`src/rtl/bp_be_pkg.sv`:
```
`default_nettype none
// ============================================================================
//  Module   : bp_be_pkg
//  Purpose  : Shared BE definitions: MMIO address map constants for the CLINT,
//             CLINT command/response bundles and the CLINT decode selector.
//  Revision : 1.0  initial CLINT MMIO support
// ============================================================================
package bp_be_pkg;

  // MMIO address map (39-bit virtual address space)
  localparam int unsigned vaddr_width_gp              = 39;
  localparam logic [38:0] clint_mtime_addr_gp         = 39'h6f_ffff_0000;
  localparam logic [38:0] clint_mtimecmp_base_addr_gp = 39'h6f_ffff_0100;
  localparam logic [38:0] clint_msoftint_base_addr_gp = 39'h6f_ffff_0200;

  // Per-hart register spacing and the number of harts the map reserves
  localparam int unsigned clint_stride_gp    = 8;
  localparam int unsigned clint_max_harts_gp = 8;

  typedef struct packed {
    logic                      w_v;
    logic [vaddr_width_gp-1:0] addr;
    logic [63:0]               data;
  } bp_be_clint_cmd_s;

  typedef struct packed {
    logic [63:0] data;
    logic        err;
  } bp_be_clint_resp_s;

  typedef enum logic [1:0] {
    e_clint_sel_none  = 2'd0,
    e_clint_sel_mtime = 2'd1,
    e_clint_sel_cmp   = 2'd2,
    e_clint_sel_soft  = 2'd3
  } bp_be_clint_sel_e;

endpackage
`default_nettype wire

```
`src/rtl/bp_be_clint_timer.sv`:
```
`default_nettype none
// ============================================================================
//  Module   : bp_be_clint_timer
//  Purpose  : Prescaler plus 64-bit mtime counter. mtime advances once every
//             timer_div_p cycles; a write loads mtime and restarts the
//             prescaler, overriding that cycle's increment.
//  Ports    : clk_i, reset_i (async, active high)
//             w_v_i / w_data_i : mtime write port
//             mtime_o          : current mtime register value
//  Revision : 1.0  initial release
// ============================================================================
module bp_be_clint_timer
  import bp_be_pkg::*;
#(
  parameter int timer_div_p = 1
) (
  input  logic        clk_i,
  input  logic        reset_i,
  input  logic        w_v_i,
  input  logic [63:0] w_data_i,
  output logic [63:0] mtime_o
);

  localparam int presc_width_lp = (timer_div_p > 1) ? $clog2(timer_div_p) : 1;
  localparam logic [presc_width_lp-1:0] presc_max_lp = presc_width_lp'(timer_div_p - 1);

  logic [presc_width_lp-1:0] presc_q, presc_d;
  logic [63:0]               mtime_q, mtime_d;
  logic                      tick;

  always_comb begin
    tick    = (presc_q == presc_max_lp);
    presc_d = tick ? '0 : presc_q + 1'b1;
    // Natural 64-bit overflow gives the 2^64-1 -> 0 wrap
    mtime_d = tick ? mtime_q + 64'd1 : mtime_q;
    if (w_v_i) begin
      presc_d = '0;
      mtime_d = w_data_i;
    end
  end

  always_ff @(posedge clk_i or posedge reset_i) begin
    if (reset_i) begin
      presc_q <= '0;
      mtime_q <= '0;
    end else begin
      presc_q <= presc_d;
      mtime_q <= mtime_d;
    end
  end

  assign mtime_o = mtime_q;

endmodule
`default_nettype wire

```
`src/rtl/bp_be_clint_mmio.sv`:
```
`default_nettype none
// ============================================================================
//  Module   : bp_be_clint_mmio
//  Purpose  : Core-local interruptor. Decodes 64-bit MMIO loads/stores to
//             mtime, mtimecmp[hart] and msoftint[hart], returns one response
//             per command through a single-entry buffer, and drives per-hart
//             machine timer / software interrupt lines.
//  Ports    : clk_i, reset_i (async, active high)
//             cmd_v_i/cmd_ready_o/cmd_w_v_i/cmd_addr_i/cmd_data_i : command
//             resp_v_o/resp_ready_i/resp_data_o/resp_err_o        : response
//             timer_irq_o, soft_irq_o : per-hart interrupt outputs
//  Revision : 1.0  initial release
// ============================================================================
module bp_be_clint_mmio
  import bp_be_pkg::*;
#(
  parameter int num_core_p    = 8,
  parameter int vaddr_width_p = 39,
  parameter int timer_div_p   = 1
) (
  input  logic                     clk_i,
  input  logic                     reset_i,
  input  logic                     cmd_v_i,
  output logic                     cmd_ready_o,
  input  logic                     cmd_w_v_i,
  input  logic [vaddr_width_p-1:0] cmd_addr_i,
  input  logic [63:0]              cmd_data_i,
  output logic                     resp_v_o,
  input  logic                     resp_ready_i,
  output logic [63:0]              resp_data_o,
  output logic                     resp_err_o,
  output logic [num_core_p-1:0]    timer_irq_o,
  output logic [num_core_p-1:0]    soft_irq_o
);

  localparam int hart_width_lp = (num_core_p > 1) ? $clog2(num_core_p) : 1;

  logic                             accept;
  bp_be_clint_sel_e                 sel;
  logic [hart_width_lp-1:0]         hart;
  logic [63:0]                      rd_data;
  logic                             mtime_w_v;
  logic [63:0]                      mtime;

  logic [num_core_p-1:0][63:0]      mtimecmp_q, mtimecmp_d;
  logic [num_core_p-1:0]            msoftint_q, msoftint_d;
  logic [num_core_p-1:0]            timer_irq_q, timer_irq_d;
  logic                             resp_v_q, resp_v_d;
  bp_be_clint_resp_s                resp_q, resp_d;

  // The buffer can take a new command whenever it is empty or being drained
  assign cmd_ready_o = ~resp_v_q | resp_ready_i;
  assign accept      = cmd_v_i & cmd_ready_o;

  // Exact-match decode: misaligned addresses and harts beyond num_core_p
  // never match any entry and fall through as unmapped.
  always_comb begin
    sel  = e_clint_sel_none;
    hart = '0;
    if (cmd_addr_i == vaddr_width_p'(clint_mtime_addr_gp))
      sel = e_clint_sel_mtime;
    for (int i = 0; i < num_core_p; i++) begin
      if (cmd_addr_i == vaddr_width_p'(clint_mtimecmp_base_addr_gp)
                        + vaddr_width_p'(clint_stride_gp * i)) begin
        sel  = e_clint_sel_cmp;
        hart = hart_width_lp'(i);
      end
      if (cmd_addr_i == vaddr_width_p'(clint_msoftint_base_addr_gp)
                        + vaddr_width_p'(clint_stride_gp * i)) begin
        sel  = e_clint_sel_soft;
        hart = hart_width_lp'(i);
      end
    end
  end

  // Read mux uses register values before this cycle's update
  always_comb begin
    rd_data = '0;
    unique case (sel)
      e_clint_sel_mtime: rd_data = mtime;
      e_clint_sel_cmp:   rd_data = mtimecmp_q[hart];
      e_clint_sel_soft:  rd_data = {63'b0, msoftint_q[hart]};
      default:           rd_data = '0;
    endcase
  end

  // Register writes
  always_comb begin
    mtimecmp_d = mtimecmp_q;
    msoftint_d = msoftint_q;
    mtime_w_v  = accept & cmd_w_v_i & (sel == e_clint_sel_mtime);
    if (accept & cmd_w_v_i) begin
      if (sel == e_clint_sel_cmp)  mtimecmp_d[hart] = cmd_data_i;
      if (sel == e_clint_sel_soft) msoftint_d[hart] = cmd_data_i[0];
    end
  end

  // Timer interrupt is a registered compare of the current register values
  always_comb begin
    timer_irq_d = '0;
    for (int i = 0; i < num_core_p; i++)
      timer_irq_d[i] = (mtime >= mtimecmp_q[i]);
  end

  // Single-entry response buffer; an accept on a draining cycle reloads it
  always_comb begin
    resp_v_d = resp_v_q;
    resp_d   = resp_q;
    if (resp_ready_i)
      resp_v_d = 1'b0;
    if (accept) begin
      resp_v_d    = 1'b1;
      resp_d.data = cmd_w_v_i ? 64'd0 : rd_data;
      resp_d.err  = (sel == e_clint_sel_none);
    end
  end

  always_ff @(posedge clk_i or posedge reset_i) begin
    if (reset_i) begin
      mtimecmp_q  <= '1;
      msoftint_q  <= '0;
      timer_irq_q <= '0;
      resp_v_q    <= 1'b0;
      resp_q      <= '0;
    end else begin
      mtimecmp_q  <= mtimecmp_d;
      msoftint_q  <= msoftint_d;
      timer_irq_q <= timer_irq_d;
      resp_v_q    <= resp_v_d;
      resp_q      <= resp_d;
    end
  end

  bp_be_clint_timer #(
    .timer_div_p (timer_div_p)
  ) timer (
    .clk_i    (clk_i),
    .reset_i  (reset_i),
    .w_v_i    (mtime_w_v),
    .w_data_i (cmd_data_i),
    .mtime_o  (mtime)
  );

  assign resp_v_o    = resp_v_q;
  assign resp_data_o = resp_q.data;
  assign resp_err_o  = resp_q.err;
  assign timer_irq_o = timer_irq_q;
  assign soft_irq_o  = msoftint_q;

endmodule
`default_nettype wire

```
`config.mk`:
```
export PLATFORM = sky130hd
export DESIGN_NAME = bp_be_clint_mmio
export DESIGN_NICKNAME = d
export VERILOG_FILES = /design/src/rtl/bp_be_pkg.sv /design/src/rtl/bp_be_clint_timer.sv /design/src/rtl/bp_be_clint_mmio.sv
export SDC_FILE = /design/constraint.sdc
export NUM_CORES = 2
export LEC_CHECK = 0
export ABC_AREA = 1
export BUFFER_PORTS_ARGS = -buffer_cell sky130_fd_sc_hd__buf_2
export CAP_MARGIN = 30
export CORE_UTILIZATION = 57
export DETAILED_ROUTE_END_ITERATION = 16
export HOLD_SLACK_MARGIN = 0.02
export MAX_ROUTING_LAYER = met4
export PLACE_DENSITY = 0.86
export SLEW_MARGIN = 15
export SYNTH_ARGS = -nofsm -noshare
export SYNTH_HDL_FRONTEND = slang
export SYNTH_HIERARCHICAL = 1
export SYNTH_SLANG_ARGS = --single-unit
```
`constraint.sdc`:
```
create_clock -name clk_i -period 19.2 [get_ports clk_i]
set_clock_uncertainty 0.2 [all_clocks]
set_input_delay 3.84 -clock clk_i [delete_from_list [all_inputs] [get_ports clk_i]]
set_output_delay 3.84 -clock clk_i [all_outputs]
set_load 0.1 [all_outputs]
```
* Yosys cells after proc, flatten, opt, wreduce, memory -nomap -nowiden
Index checks and enable logic that the tools add are counted.
Word-level totals: memories kept 0, latch bits 0, bits in read-only memories 0, logic and storage cells 107, input port bits 108, RAM bits 0, register bits after elaboration 659
Cells by class: divide/modulo/power cells 0, bitwise logic cells 5, mux-type cells 49, equality and inequality tests 21, add/subtract/negate cells 2, multiply operators 0, shift operators 0, magnitude comparators 10, reductions and logical operators 5
Operators with widths (count):
- 39-bit == test (second input constant) | 17
- 512-bit bitwise mux | 1
- 64-bit >= comparator | 8
- 64-bit 2-to-1 mux | 5
- 64-bit binary-select mux with 3-bit select | 1
- 64-bit demux with 3-bit select | 1
- 64-bit case mux with 3 select lines | 1
- 64-bit by 1-bit adder with 64-bit output (second input constant) | 1
- 3-bit 2-to-1 mux | 13
- 2-bit 2-to-1 mux | 16
- 8-bit bitwise mux | 1
- 1-bit 2-to-1 mux | 8
- 2-bit == test (second input constant) | 2
- 3-bit by 4-bit less-than comparator with 1-bit output (second input constant) | 1
- 2-bit AND reduction | 2
- 1-bit AND | 3
- 1-bit binary-select mux with 3-bit select | 1
- 1-bit demux with 3-bit select | 1
- 3-bit by 1-bit >= comparator with 1-bit output (second input constant) | 1
- 2-bit by 1-bit == test with 1-bit output (second input constant) | 1
- 2-bit logical NOT | 1
- 2-bit != test (second input constant) | 1
- 2-bit nonzero test | 1
- 1-bit adder (second input constant) | 1
- other kinds (3) | 3

* Logic depth before layout (Yosys ltp)
depth in word-level cells 21, gate-level depth with buffers 19, gate-level depth less buffers 18

* Cells and area by module
The synthesis kept the hierarchy.
By module, submodules not included:
- bp_be_clint_mmio | area an instance 39455.3 um2, sequential area each 15504.9 um2, instances 1, cells an instance 5106
- bp_be_clint_timer | area an instance 4383.0 um2, sequential area each 1601.5 um2, instances 1, cells an instance 662

* Worst setup path after synthesis
OpenSTA, ideal clock, no wires.
path type input -> output, from in resp_ready_i, to out cmd_ready_o, stages on the path 2, data arrival time 4.544 ns, path slack 10.616 ns, required time 15.160 ns, cells stage by stage inv_1 > nand2_1
On the way: longest elaborated chain between the ends 1
Ends and longest elaborated chain:
- from (decl) | RTL line bp_be_clint_mmio.sv:29 | input logic resp_ready_i,
- 1-bit OR | RTL line bp_be_clint_mmio.sv:52 | assign cmd_ready_o = ~resp_v_q | resp_ready_i;
- to (decl) | RTL line bp_be_clint_mmio.sv:24 | output logic cmd_ready_o,
Every way passes these cells.

* Worst setup path in the final report
from in cmd_addr_i[33], to reg mtimecmp_q[239] (netlist bit)
On the way: longest elaborated chain between the ends 20
Ends and longest elaborated chain:
- from (decl) | RTL line bp_be_clint_mmio.sv:26 | input logic [vaddr_width_p-1:0] cmd_addr_i,
- 39-bit == test, on equally long branches | RTL line bp_be_clint_mmio.sv:63, bp_be_clint_mmio.sv:60
- 1-bit 2-to-1 mux, on equally long branches | RTL line bp_be_clint_mmio.sv:63, bp_be_clint_mmio.sv:60
- 3-bit 2-to-1 mux or 2-bit 2-to-1 mux (tied branches) | RTL line bp_be_clint_mmio.sv:68, bp_be_clint_mmio.sv:63
- 3-bit 2-to-1 mux or 2-bit 2-to-1 mux (tied branches) | RTL line bp_be_clint_mmio.sv:63, bp_be_clint_mmio.sv:68
- 3-bit 2-to-1 mux or 2-bit 2-to-1 mux (tied branches) | RTL line bp_be_clint_mmio.sv:68, bp_be_clint_mmio.sv:63
- 3-bit 2-to-1 mux or 2-bit 2-to-1 mux (tied branches) | RTL line bp_be_clint_mmio.sv:63, bp_be_clint_mmio.sv:68
- 3-bit 2-to-1 mux or 2-bit 2-to-1 mux (tied branches) | RTL line bp_be_clint_mmio.sv:68, bp_be_clint_mmio.sv:63
- 3-bit 2-to-1 mux or 2-bit 2-to-1 mux (tied branches) | RTL line bp_be_clint_mmio.sv:63, bp_be_clint_mmio.sv:68
- [... 4 more ...]
- 3-bit 2-to-1 mux or 2-bit 2-to-1 mux (tied branches) | RTL line bp_be_clint_mmio.sv:68, bp_be_clint_mmio.sv:63
- 3-bit 2-to-1 mux or 2-bit 2-to-1 mux (tied branches) | RTL line bp_be_clint_mmio.sv:63, bp_be_clint_mmio.sv:68
- 3-bit 2-to-1 mux or 2-bit 2-to-1 mux (tied branches) | RTL line bp_be_clint_mmio.sv:68, bp_be_clint_mmio.sv:63
- 3-bit by 4-bit less-than comparator with 1-bit output (not written as such), or another cell as far along | RTL line bp_be_clint_mmio.sv:93 | if (sel == e_clint_sel_cmp) mtimecmp_d[hart] = cmd_data_i;
- 1-bit logical AND (not written as such) or 2-bit 2-to-1 mux (tied branches) | RTL line bp_be_clint_mmio.sv:93, bp_be_clint_mmio.sv:63
- 64-bit 2-to-1 mux (not written as such) or 2-bit 2-to-1 mux (tied branches) | RTL line bp_be_clint_mmio.sv:93, bp_be_clint_mmio.sv:68
- 64-bit demux with 3-bit select or 2-bit == test (tied branches) | RTL line bp_be_clint_mmio.sv:93
- 512-bit bitwise mux or 2-bit AND reduction (tied branches)
- to (signal assigned) | RTL line bp_be_clint_mmio.sv:126 | mtimecmp_q <= mtimecmp_d;
- to (decl) | RTL line bp_be_clint_mmio.sv:45 | logic [num_core_p-1:0][63:0] mtimecmp_q, mtimecmp_d;
Several ways; a longest one is shown, not always the timed one. A chain may end at the register's enable or synchronous reset.

==> results_dict.tcl <==
set metrics [dict create \
    cts_sinks 658 \
    remaining_drc_errors 0 \
    p_leak_nw 21.4 \
    cp.arrival_ps 8980 \
    drtIter0Drc 4677 \
    hpwl_mm 103 \
    cp_slowest_cell "nand4_4" \
    ys_ff_latch 658 \
    finalSetupViolCount 0 \
    grt_start_max_net_pins 172 \
    slew_viol_final 0 \
    grt_pass1_wl_mm 228 \
    rr_endpoint "timer_irq_o[6]$_DFF_PP0_" \
    start_kind "input port" \
    syn_nets 6389 \
    crit_chain "buf_2 > nand2_1 > nor2_1 > nand3_1 > inv_1 > nand2_1 > nand2_1 > nand2_2 > buf_4 > nand4_4 > buf_4 > nand2_2 > buf_4 > inv_2 > nand2_4 > buf_4 > nand2_1 > o21ai_1" \
    final_cell_mix "nand2_1 (1772), inv_1 (683), o21ai_1 (541)" \
    hold_path_depth 2 \
    holdPathEnd "mtimecmp_q[274]$_DFFE_PP1P_" \
    routed_wl_mm 147 \
    gp_congestion 1.02 \
    final_common_cell "nand2_1" \
    max-cap-violations 0 \
    yosysTopAreaCellShare 0.307 \
    r2r_setup_slack_ps 15620 \
    netlist_area_um2 43800 \
    fin_area_um2 48300 \
    max_freq_mhz 116 \
    slowest_delay_ps 800 \
    p_per_area_nw_per_um2 62.4 \
    whs_ps 271 \
    hold_class "register to register" \
    synth_top_area_cell "dfstp_2" \
    ff2ff_path_depth 9 \
    critical_path.top_delay_family "buffers and inverters" \
    fin_crit_ps 8630 \
    core_um2 76100 \
    syn_to_final_growth_pct 10.2 \
    post_cts_buffers 0 \
    syn_area_per_cell_um2 7.60 \
    synthDistinctLibCells 50 \
    synth_cells 5768 \
    ys_seq_area_frac 0.390 \
    die_w_um 279 \
    hold_viol 0 \
    antenna_found_initial 6 \
    cts_tree "built" \
    finalSetupTns_ps 0 \
    clkTransAtPathRegs_ps 60 \
    htreeDepth 3 \
    drive_above_1_share 0.160 \
    placed_area_um2 45600 \
    r2r_start "timer/mtime_o[63]$_DFF_PP0_" \
    holdCritStartpoint "mtimecmp_q[274]$_DFFE_PP1P_" \
    grt-ovfl-total 0 \
    vias_per_cell 5.97 \
    clockBufferDepth 3 \
    routedWlPerCell_um 21.2 \
    grt_pass1_vias 40300 \
    firstDrtPassIters 7 \
    status "finished, final reports clean" \
    root_buffer "clkbuf_16" \
    die_area_um2 78000 \
    cp.required_ps 19550 \
    port_buffers 190 \
    worst-setup-path-type "input port to register" \
    ant_nets 0 \
    vias 41600 \
    end_kind "register" \
    ctsResizeCount 0 \
    grt_use_total 0.388 \
    yosysWarnings 6 \
    vdd_ir_drop_max_v 0.0000581 \
    layout.nets 6488 \
    fin_crit_sh 0.449 \
    tightest_slew_ps 1090 \
    ioPinCount 191 \
    path_buf_inv 7 \
    rows 101 \
    die_h_um 279 \
    synth.top_cells.by_area "dfstp_2 (31%), nand2_1 (15%), ha_1 (15%)" \
    start_util 0.576 \
    cp_max_fo 70 \
    clock_latency_ps 640 \
    cts-buffers-inserted 74 \
    fin_util 0.635 \
    cts-hold-fix-buffers 0 \
    rsz0062_at_grt "no" \
    slew_headroom 0.266 \
]
==> power breakdown <==
group	leakage [nW]	internal, mW	switching [mW]	total, mW
registers	7.21	1.39	0.000133	1.39
logic	12.9	0.0145	0.0735	0.0881
clock network	1.27	0.915	0.618	1.53
total	21.4	2.32	0.691	3.01
==> kinds of logic (layout without fill, tap and decap cells) <==
group           Yosys count  after routing  share of synthesized area
simple gates           2452           2452                      0.227
compound gates         1212           1212                      0.149
buf+inv                 909           1069                     0.0822
flops                   658            658                      0.390
fa+ha+maj               513            513                      0.146
xor+xnor                 24             24                    0.00479
other cells               0              5                          0
==> sequential cells by signal (all words and copies together), names as in the netlist <==
name and flops:
resp_err_o 1, soft_irq_o 8, resp_v_o 1, resp_data_o 64, timer/mtime_o 64, timer_irq_o 8, mtimecmp_q 512
==> through the flow <==
step	setup WS, ps	total power, mW	instances
after floorplan	7480	1.45	5768
after global placement	10360	1.50	6815
after detailed placement	10190	1.50	6816
after CTS	10600	3.02	6953
after global routing	10480	3.08	6963
final	10570	3.01	6963
==> how the worst max path moves through the flow <==
stage	from	end	slack, ps	depth (start not counted)
2_1_floorplan	reset_i	resp_data_o[0]$_DFFE_PP0P_	7480	1
3_3_place_gp	cmd_addr_i[33]	mtimecmp_q[224]$_DFFE_PP1P_	10360	18
3_5_place_dp	cmd_addr_i[33]	mtimecmp_q[217]$_DFFE_PP1P_	10190	18
4_1_cts	resp_ready_i	cmd_ready_o	10600	4
5_1_grt	cmd_addr_i[33]	mtimecmp_q[226]$_DFFE_PP1P_	10480	18
6_report	cmd_addr_i[33]	mtimecmp_q[239]$_DFFE_PP1P_	10570	18
==> cells in the mapped netlist (all sizes together) <==
cell,n
a21oi,221
o41ai,1
o21bai,24
dfstp,512
clkbuf,67
a31oi,11
o221a,2
o21ai,805
o211ai,16
a21boi,1
o221ai,25
xor2,11
nor3,49
nor3b,1
and3,14
o21a,19
xnor2,13
a221oi,1
nor4,6
o31ai,1
nand3,138
a211oi,28
and2,1
nand4,68
nand3b,7
clkinv,1
nor4b,2
or2,4
ha,513
nand2,1804
nor2,358
inv,692
o22ai,29
a21o,9
dfrtp,146
o2111ai,19
buf,149
==> area by class of cell <==
| class | instances | area (um^2) |
|---|---|---|
| Fill cell | 6504 | 27800 |
| Inverter | 693 | 2610 |
| Clock buffer | 107 | 2220 |
| Sequential cell | 658 | 17100 |
| Timing Repair Buffer | 239 | 1430 |
| Clock inverter | 30 | 378 |
| Antenna cell | 5 | 12.5 |
| Tap cell | 1030 | 1290 |
| Multi-Input combinational cell | 4201 | 23200 |
==> layer usage <==
layer  GRT usage  vias to the layer above  routed length, um  share of wire
met3      0.0703                      494              15900           0.11
met4       0.207                        0               8210          0.056
met1       0.498                    19600              58500           0.40
li1            -                    19100                  -              -
met5           -                        -                  0              0
met2       0.585                     2380              64800           0.44
==> worst min-delay path, delay by kind of cell, from the launching register on <==
kind               cells  cell delay, ps
AOI/OAI and AO/OA      1              50
and+or+nand+nor        1              50
DFF                    1             360
Note: power is estimated with default switching activity, not from simulation.
